File: src/rtl/edge_binarize_pack.sv
// edge_binarize_pack
// Thresholds a Sobel gradient-magnitude stream to one bit per pixel, masks the
// border pixels produced while the 3x3 window fills, and packs the bits into
// pack_p-wide words tagged with start-of-frame and end-of-line flags.
// Row/column position is tracked locally from the accept handshake.

module edge_binarize_pack #(
    parameter int linewidth_px_p = 16,
    parameter int height_px_p    = 16,
    parameter int width_p        = 8,
    parameter int pack_p         = 8
) (
    input  logic                   clk_i,
    input  logic                   reset_ni,
    input  logic                   valid_i,
    output logic                   ready_o,
    input  logic [2*width_p-1:0]   data_i,
    input  logic [2*width_p-1:0]   threshold_i,
    input  logic                   clear_i,
    output logic                   valid_o,
    input  logic                   ready_i,
    output logic [pack_p-1:0]      data_o,
    output logic                   sof_o,
    output logic                   eol_o
);

    localparam int col_w  = (linewidth_px_p > 1) ? $clog2(linewidth_px_p) : 1;
    localparam int row_w  = (height_px_p > 1) ? $clog2(height_px_p) : 1;
    localparam int pack_w = $clog2(pack_p);

    localparam logic [col_w-1:0] col_last_c  = col_w'(linewidth_px_p - 1);
    localparam logic [row_w-1:0] row_last_c  = row_w'(height_px_p - 1);
    localparam logic [col_w-1:0] col_sof_c   = col_w'(pack_p - 1);
    localparam logic [col_w-1:0] col_inner_c = col_w'(2);
    localparam logic [row_w-1:0] row_inner_c = row_w'(2);

    logic [col_w-1:0]  col;
    logic [row_w-1:0]  row;
    logic [pack_p-1:0] partial;
    logic [pack_p-1:0] word_next;
    logic [pack_w-1:0] bit_idx;
    logic              word_last;
    logic              border;
    logic              edge_bit;
    logic              acc;
    logic              load_word;

    // The bit position inside the word is simply the low bits of the column,
    // because every line is a whole number of words.
    assign bit_idx   = col[pack_w-1:0];
    assign word_last = &bit_idx;

    // Only a pixel that completes a word needs the output register, so only
    // that pixel can be held off by a full, unconsumed output word.
    assign ready_o   = ~valid_o | ready_i | ~word_last;
    assign acc       = valid_i & ready_o;
    assign load_word = acc & ~clear_i & word_last;

    assign border    = (row < row_inner_c) | (col < col_inner_c);
    assign edge_bit  = (data_i > threshold_i) & ~border;

    // Partial word with the current pixel's bit merged in at its column slot.
    always_comb begin
        word_next          = partial;
        word_next[bit_idx] = edge_bit;
    end

    // Frame position and partial word; a clear restarts the frame and drops
    // any pixel accepted in the same cycle.
    always_ff @(posedge clk_i or negedge reset_ni) begin
        if (!reset_ni) begin
            col     <= '0;
            row     <= '0;
            partial <= '0;
        end else if (clear_i) begin
            col     <= '0;
            row     <= '0;
            partial <= '0;
        end else if (acc) begin
            partial <= word_last ? '0 : word_next;
            if (col == col_last_c) begin
                col <= '0;
                row <= (row == row_last_c) ? '0 : row + row_w'(1);
            end else begin
                col <= col + col_w'(1);
            end
        end
    end

    // Output word register: loads a completed word (replacing one being popped
    // in the same cycle), otherwise empties when the consumer takes it.
    always_ff @(posedge clk_i or negedge reset_ni) begin
        if (!reset_ni) begin
            valid_o <= 1'b0;
            data_o  <= '0;
            sof_o   <= 1'b0;
            eol_o   <= 1'b0;
        end else if (load_word) begin
            valid_o <= 1'b1;
            data_o  <= word_next;
            sof_o   <= (row == '0) & (col == col_sof_c);
            eol_o   <= (col == col_last_c);
        end else if (ready_i) begin
            valid_o <= 1'b0;
        end
    end

endmodule

File: config.mk
export PLATFORM = sky130hd
export DESIGN_NAME = edge_binarize_pack
export DESIGN_NICKNAME = d
export VERILOG_FILES = /design/src/rtl/edge_binarize_pack.sv
export SDC_FILE = /design/constraint.sdc
export NUM_CORES = 1
export LEC_CHECK = 0
export ABC_AREA = 1
export ABC_CLOCK_PERIOD_IN_PS = 2200
export BUFFER_PORTS_ARGS = -buffer_cell sky130_fd_sc_hd__buf_2
export CAP_MARGIN = 20
export CORE_AREA = 2 2 88 90
export DETAILED_ROUTE_END_ITERATION = 8
export DIE_AREA = 0 0 90 92
export PLACE_DENSITY = 0.42
export SETUP_SLACK_MARGIN = 0.5
export SYNTH_ARGS = -nofsm -noshare
export SYNTH_HDL_FRONTEND = slang
export SYNTH_SLANG_ARGS = --single-unit
File: constraint.sdc
create_clock -name clk_i -period 2.2 [get_ports clk_i]
set_input_delay 0.11 -clock clk_i [delete_from_list [all_inputs] [get_ports clk_i]]
set_output_delay 0.11 -clock clk_i [all_outputs]
set_load 0.02 [all_outputs]
==> results of run 1 <==
[synth_stat cells]
cell | count | area (um^2)
a22oi_2 | 1 | 12.5
a21oi_1 | 8 | 40.0
nand3_1 | 22 | 110
o31ai_1 | 1 | 7.51
o21ai_0 | 9 | 45.0
inv_4 | 1 | 6.26
nor3_2 | 1 | 10.0
a211oi_1 | 1 | 7.51
a21o_1 | 1 | 7.51
o22ai_1 | 2 | 12.5
buf_4 | 1 | 7.51
o2111ai_1 | 1 | 8.76
ha_1 | 20 | 250
nand2_1 | 69 | 259
nand2_2 | 5 | 31.3
inv_1 | 29 | 109
dfrtp_1 | 27 | 676
nor2_2 | 1 | 6.26
nand2_4 | 2 | 22.5
nor3_1 | 6 | 30.0
nor2_1 | 11 | 41.3
nand4_1 | 1 | 6.26
or2_2 | 8 | 50.1
clkinv_1 | 1 | 3.75
nor2_8 | 1 | 20.0
inv_2 | 5 | 18.8
[what timing repair did]
action | 4_1_cts | 5_1_grt
pin swaps | 0 | 2
cloned | 1 | 0
resized for setup | 4 | 3
endpoints found under the setup margin | 11 | 15
setup buffers | 1 | 3
hold buffers | 1 | 0
hold endpoints to repair | 27 | 0
[flip-flops by register name, summed over array words and instances, names as in the netlist]
signal,cells
sof_o,1
partial,8
eol_o,1
data_o,8
row,4
valid_o,1
col,4
[per-layer routing]
metal	GRT usage	vias to the layer above	routed length, um
met5	0	-	0
met4	0.0359	0	48
met1	0.142	736	2120
li1	-	876	-
met3	0.0148	5	118
met2	0.187	29	2060
[layout make-up]
type	instances	area, um^2
Clock buffer	3	41.3
Clock inverter	1	5.00
Fill cell	830	5150
Inverter	36	143
Multi-Input combinational cell	172	1010
Sequential cell	27	676
Tap cell	102	128
Timing Repair Buffer	54	288
[power breakdown]
part	leakage, nW	internal (mW)	switching [mW]
logic	0.931	0.103	0.134
registers	0.373	0.514	0.0158
clock network	0.0255	0.128	0.176
[how the worst max path moves through the flow]
stage | cells past startpoint | endpoint | from | slack [ns]
floorplan | 9 | sof_o | col[0] | 0.52
global placement | 9 | data_o[6] | col[0] | 0.39
detailed placement | 9 | data_o[6] | col[0] | 0.32
CTS | 9 | data_o[6] | col[1] | 0.53
global route | 9 | data_o[7] | col[1] | 0.52
finish | 9 | data_o[6] | col[1] | 0.63
[kinds of logic after synthesis]
family          Yosys count  synth area share
flops                    27             0.376
simple gates            127             0.326
compound gates           24            0.0786
buf+inv                  37            0.0807
fa+ha+maj                20             0.139
[stage by stage]
step           hold WS, ns  cells
4_1_cts             0.0225    392
2_1_floorplan       -0.186    235
3_5_place_dp         0.177    385
6_report            0.0213    395
3_3_place_gp         0.175    385
5_1_grt             0.0631    395
[worst max-delay path: cells and delay by family (launching register included)]
| family | cells | cell delay, ns |
|---|---|---|
| adder cells (fa/ha/maj) | 2 | 0.40 |
| flip-flops | 1 | 0.42 |
| buffers and inverters | 1 | 0.10 |
| AND/OR/NAND/NOR | 6 | 0.59 |
[layout by cell type (no fill, tap or decap), drive strengths merged, types with 2 or more instances in the layout]
master   n
a21oi    8
buf     53
clkbuf   3
clkinv   2
dfrtp   27
ha      20
inv     35
nand2   77
nand3   22
nor2    13
nor3     7
o21ai    9
o22ai    2
or2      8
==> impl_metrics.tcl, run 1 <==
set metrics [dict create \
    syn_to_final_growth_pct 27.5 \
    holdPathEnd "valid_o" \
    drc 0 \
    vias 1646 \
    hp-start "ready_i" \
    fin_skew_ns 0.00322 \
    reg2regPathDepth 9 \
    antenna_found_initial 0 \
    die_w_um 90 \
    worstSetupPathType "register to register" \
    ys_seq_elements 27 \
    start_util 0.242 \
    hold_depth 2 \
    cpMostUsedCell "nand2_4" \
    reg2reg_from "col[1]" \
    min_path_type "primary input to register" \
    core_area_um2 7450 \
    syn_inst 235 \
    rsz0062_at_grt "no" \
    die_area_um2 8280 \
    max_stage_delay_ns 0.42 \
    synth_area_um2 1800 \
    min_period_ns 1.57 \
    worstMarginPinSlew_ns 0.649 \
    drive_gt1_frac 0.290 \
    routed_via_density 4.17 \
    path_cells "ha_2 > ha_4 > nand2_4 > nand2_4 > nor2_4 > nand2_4 > inv_6 > nand3_1 > nand2_1" \
    place_ws_ns 0.321 \
    wl_per_cell_um 11.0 \
    synth.avg_cell_area_um2 7.66 \
    grt_use_total 0.109 \
    numClockSinks 27 \
    yosysWarnings 0 \
    cp-end-kind "register" \
    p_total_mw 1.07 \
    ys_seq_area_frac 0.376 \
    ant_nets 0 \
    r2r_setup_slack_ns 0.63 \
    fmax_mhz 635 \
    clockBufferDepth 2 \
    die_h_um 92 \
    ys_types 26 \
    critPathRequiredTime_ns 2.43 \
    fin_nets 351 \
    r2r-end "data_o[6]" \
    critPathLaunchType "register" \
    dp_hpwl_mm 3.28 \
    grt_max_degree 28 \
    slew_viol_final 0 \
    vdd_drop_max_mv 0.196 \
    power.density_nw_per_um2 467 \
    syn_nets 292 \
    antenna_cells 0 \
    tritoncts "built" \
    routed_wl_mm 4.35 \
    clk_latency_ns 0.28 \
    placed_area_um2 2170 \
    numCtsBuffers 3 \
    cts_max_level 1 \
    p_leak_nw 1.33 \
    critPathMaxFanout 8 \
    clkTransAtPathRegs_ns 0.10 \
    grt_pass1_vias 1603 \
    worst_slack_ns 0.625 \
    port_buffers 48 \
    rows 32 \
    ctsRootBufferMaster "clkbuf_8" \
    grt_first_pass_wirelength_mm 7.38 \
    cpMaxStageDelayCell "dfrtp_1" \
    grt_overflow 0 \
    initialDrtViolationCount 50 \
    tns_ns 0 \
    critical_path_arrival_ns 1.81 \
    num_io_pins 49 \
    dr.pass1.iters 4 \
    cap_violations 0 \
    place_congestion 0.734 \
    setup_viol_count_final 0 \
    fin_util 0.308 \
    max_slew_margin 0.567 \
    design_area_um2 2290 \
    period_share 0.716 \
    status "finished, final reports clean" \
    hold_viol 0 \
]
Power figures use the tool's default switching activity.
==> run 2, diff against run 1 <==
--- a/config.mk
+++ b/config.mk
@@ -5,13 +5,13 @@
 export SDC_FILE = /design/constraint.sdc
 export NUM_CORES = 1
 export LEC_CHECK = 0
-export ABC_AREA = 1
-export ABC_CLOCK_PERIOD_IN_PS = 2200
+export ABC_AREA = 0
+export ABC_CLOCK_PERIOD_IN_PS = 1300
 export BUFFER_PORTS_ARGS = -buffer_cell sky130_fd_sc_hd__buf_2
 export CAP_MARGIN = 20
-export CORE_AREA = 2 2 88 90
+export CORE_AREA = 2 2 91 93
 export DETAILED_ROUTE_END_ITERATION = 8
-export DIE_AREA = 0 0 90 92
+export DIE_AREA = 0 0 93 95
 export PLACE_DENSITY = 0.42
 export SETUP_SLACK_MARGIN = 0.5
 export SYNTH_ARGS = -nofsm -noshare
==> constraint.sdc (replaced) <==
create_clock -name clk_i -period 1.3 [get_ports clk_i]
set_input_delay 0.065 -clock clk_i [delete_from_list [all_inputs] [get_ports clk_i]]
set_output_delay 0.065 -clock clk_i [all_outputs]
set_load 0.02 [all_outputs]
==> impl_metrics.tcl, run 2 <==
set metrics [dict create \
    status "finished with violations" \
    violations "setup timing" \
    vias 1866 \
    power_frac_clock 0.267 \
    fin_nets 358 \
    netSwitchingFraction 0.294 \
    antenna_cells 0 \
    synth.top_cells.by_count "dfrtp_1 (27), a21oi_1 (25), inv_1 (21)" \
    cp-end-kind "register" \
    regArea_um2 677 \
    syn_nets 262 \
    clkTransAtPathRegs_ns 0.11 \
    grt_first_pass_wirelength_mm 8.24 \
    power_frac_seq 0.459 \
    port_buffers 48 \
    final_common_cell "buf_4" \
    synth_async_sr_flop_share 1.00 \
    critical_path_arrival_ns 1.93 \
    dp_hpwl_mm 3.82 \
    period_share 1.36 \
    synth_top_area_share 0.356 \
    vdd_drop_max_mv 0.351 \
    yosys.area.top_type "dfrtp_1" \
    p_int_mw 1.32 \
    worstSetupPathType "register to register" \
    cap_violations 0 \
    grt_overflow 0 \
    comb_power_share 0.274 \
    synth_area_um2 1900 \
    stdcell_count 405 \
    place_congestion 0.772 \
    drc 0 \
    ys_types 36 \
    hold_viol 0 \
    ys_seq_area_frac 0.356 \
    synth.avg_cell_area_um2 9.25 \
    grt_max_degree 28 \
    rsz0062_at_grt "yes" \
    setup_viol_count_final 28 \
    power.density_nw_per_um2 585 \
    min_path_type "primary input to register" \
    synth_top_family_by_area "compound AO/OA/AOI/OAI gates" \
    slew_viol_final 0 \
    top_regs "data_o: 8 flops, partial: 8 flops" \
    synth_simple_gate_area_frac 0.204 \
    critPathRequiredTime_ns 1.47 \
    r2r_setup_slack_ns -0.47 \
    synth_edf_count 0 \
    worstMarginPinSlew_ns 0.457 \
    synth-adder-area-share 0.132 \
    routed_via_density 4.61 \
    syn_inst 205 \
    fillCellCount 829 \
    synth_mux_area_frac 0.00528 \
    grt_pass1_vias 1806 \
    die_w_um 93 \
    p_leak_nw 1.48 \
    die_area_um2 8840 \
    drive_gt1_frac 0.603 \
    critPathLaunchType "register" \
    initialDrtViolationCount 40 \
    routed_wl_mm 5.03 \
    p_sw_mw 0.550 \
    ctsRootBufferMaster "clkbuf_8" \
    p_total_mw 1.87 \
    fmax_mhz 566 \
    numClockSinks 27 \
    cts_max_level 1 \
    placed_area_um2 2720 \
    syn_to_final_growth_pct 68.6 \
    design_area_um2 3200 \
    synth-main-ff-cell "dfrtp_1" \
    tns_ns -10.02 \
    dr.pass1.iters 3 \
    final_cell_mix "buf_4 (38), buf_2 (36), dfrtp_1 (26)" \
    rows 33 \
    synth-compound-area-share 0.242 \
    place_inst 384 \
    synth.most_common_cell "dfrtp_1" \
    start_util 0.239 \
    yosysWarnings 0 \
    num_io_pins 49 \
    numCtsBuffers 3 \
    multiInputGateArea_um2 1480 \
    max_slew_margin 0.695 \
    clockBufferDepth 2 \
    clk_latency_ns 0.28 \
    ys_seq_elements 27 \
    fin_skew_ns 0.0135 \
    worst_slack_ns -0.467 \
    wl_per_cell_um 12.4 \
    critPathMaxFanout 8 \
    die_h_um 95 \
    synth_xor_area_frac 0.00462 \
    min_period_ns 1.77 \
    ant_nets 0 \
    tritoncts "built" \
    antenna_found_initial 0 \
    grt_use_total 0.116 \
    netlist_top_cells_area "dfrtp_1 (36%), ha_1 (13%), o41ai_2 (6.9%)" \
    core_area_um2 7930 \
]
==> run 2: cell types whose count changed in the layout (fill, tap and decap cells not counted), moves of 14 or more <==
| cell | before | now |
|---|---|---|
| a21oi_2 | 0 | 14 |
| buf_6 | 0 | 18 |
| inv_1 | 29 | 15 |
| nand2_1 | 69 | 9 |
| nand3_1 | 22 | 4 |
| buf_4 | 5 | 38 |
==> run 2: path summary, 6_finish.rpt <==
path                       startpoint  cells after the start          to
hold reg to reg            partial[2]                      2  partial[2]
max in group asynchronous    reset_ni                      3      col[2]
setup reg to reg               col[1]                      9   data_o[2]
setup / recovery               col[1]                      9   data_o[2]
hold / removal                clear_i                      3      col[2]
min in group asynchronous    reset_ni                      3   data_o[6]
==> run 2: worst max-delay path: stages (launching register included) <==
cell and delay [ns]:
dfrtp_1 0.42, ha_4 0.19, ha_4 0.15, buf_4 0.13
buf_6 0.11, buf_6 0.11, and3_4 0.18, and3_4 0.18
a21oi_2 0.12, o41ai_2 0.08
==> run 2: repair_timing <==
item | 4_1_cts | 5_1_grt
pin swaps | 10 | 18
endpoints found under the hold margin | 27 | 0
hold buffers | 1 | 0
gates resized for setup | 60 | 29
setup buffers | 14 | 2
setup endpoints to repair | 39 | 39
==> run 2: layout make-up <==
class	instances	share of cell area
sequential	27	0.212
inverter	21	0.0294
clock inverter	1	0.00157
timing repair buffer	98	0.242
clock buffer	3	0.0129
multi-input combinational	150	0.461
tap	105	0.0411
==> run 2: power groups by stage <==
stage	Combinational [mW]	Clock [mW]	Sequential [mW]
after floorplan	0.250	0	0.880
after global placement	0.478	0	0.877
after detailed placement	0.480	0	0.876
after CTS	0.504	0.519	0.860
after global routing	0.578	0.558	0.862
final	0.513	0.499	0.859
==> run 2: cell families after synthesis <==
kind of cell    count (synthesis)
buf+inv                        28
simple gates                   66
fa+ha+maj                      20
xor+xnor                        1
compound gates                 62
flops                          27
mux                             1
==> run 2: metrics by stage <==
stage	hold WS, ns	utilization	setup slack (ns)
detailed placement	0.0270	0.342	-0.496
global route	0.115	0.403	-0.522
global placement	0.0289	0.342	-0.471
floorplan	-0.231	-	-0.542
finish	0.115	0.403	-0.467
CTS	0.122	0.388	-0.462
==> run 2: per-layer routing <==
layer  wire length, um  vias to the layer above  track usage  share of wire
li1                  -                      942            -              -
met1              2280                      899        0.146           0.45
met2              2580                       23        0.211           0.51
met3               145                        2       0.0223          0.029
met4                32                        0       0.0184         0.0064
met5                 0                        -            0              0
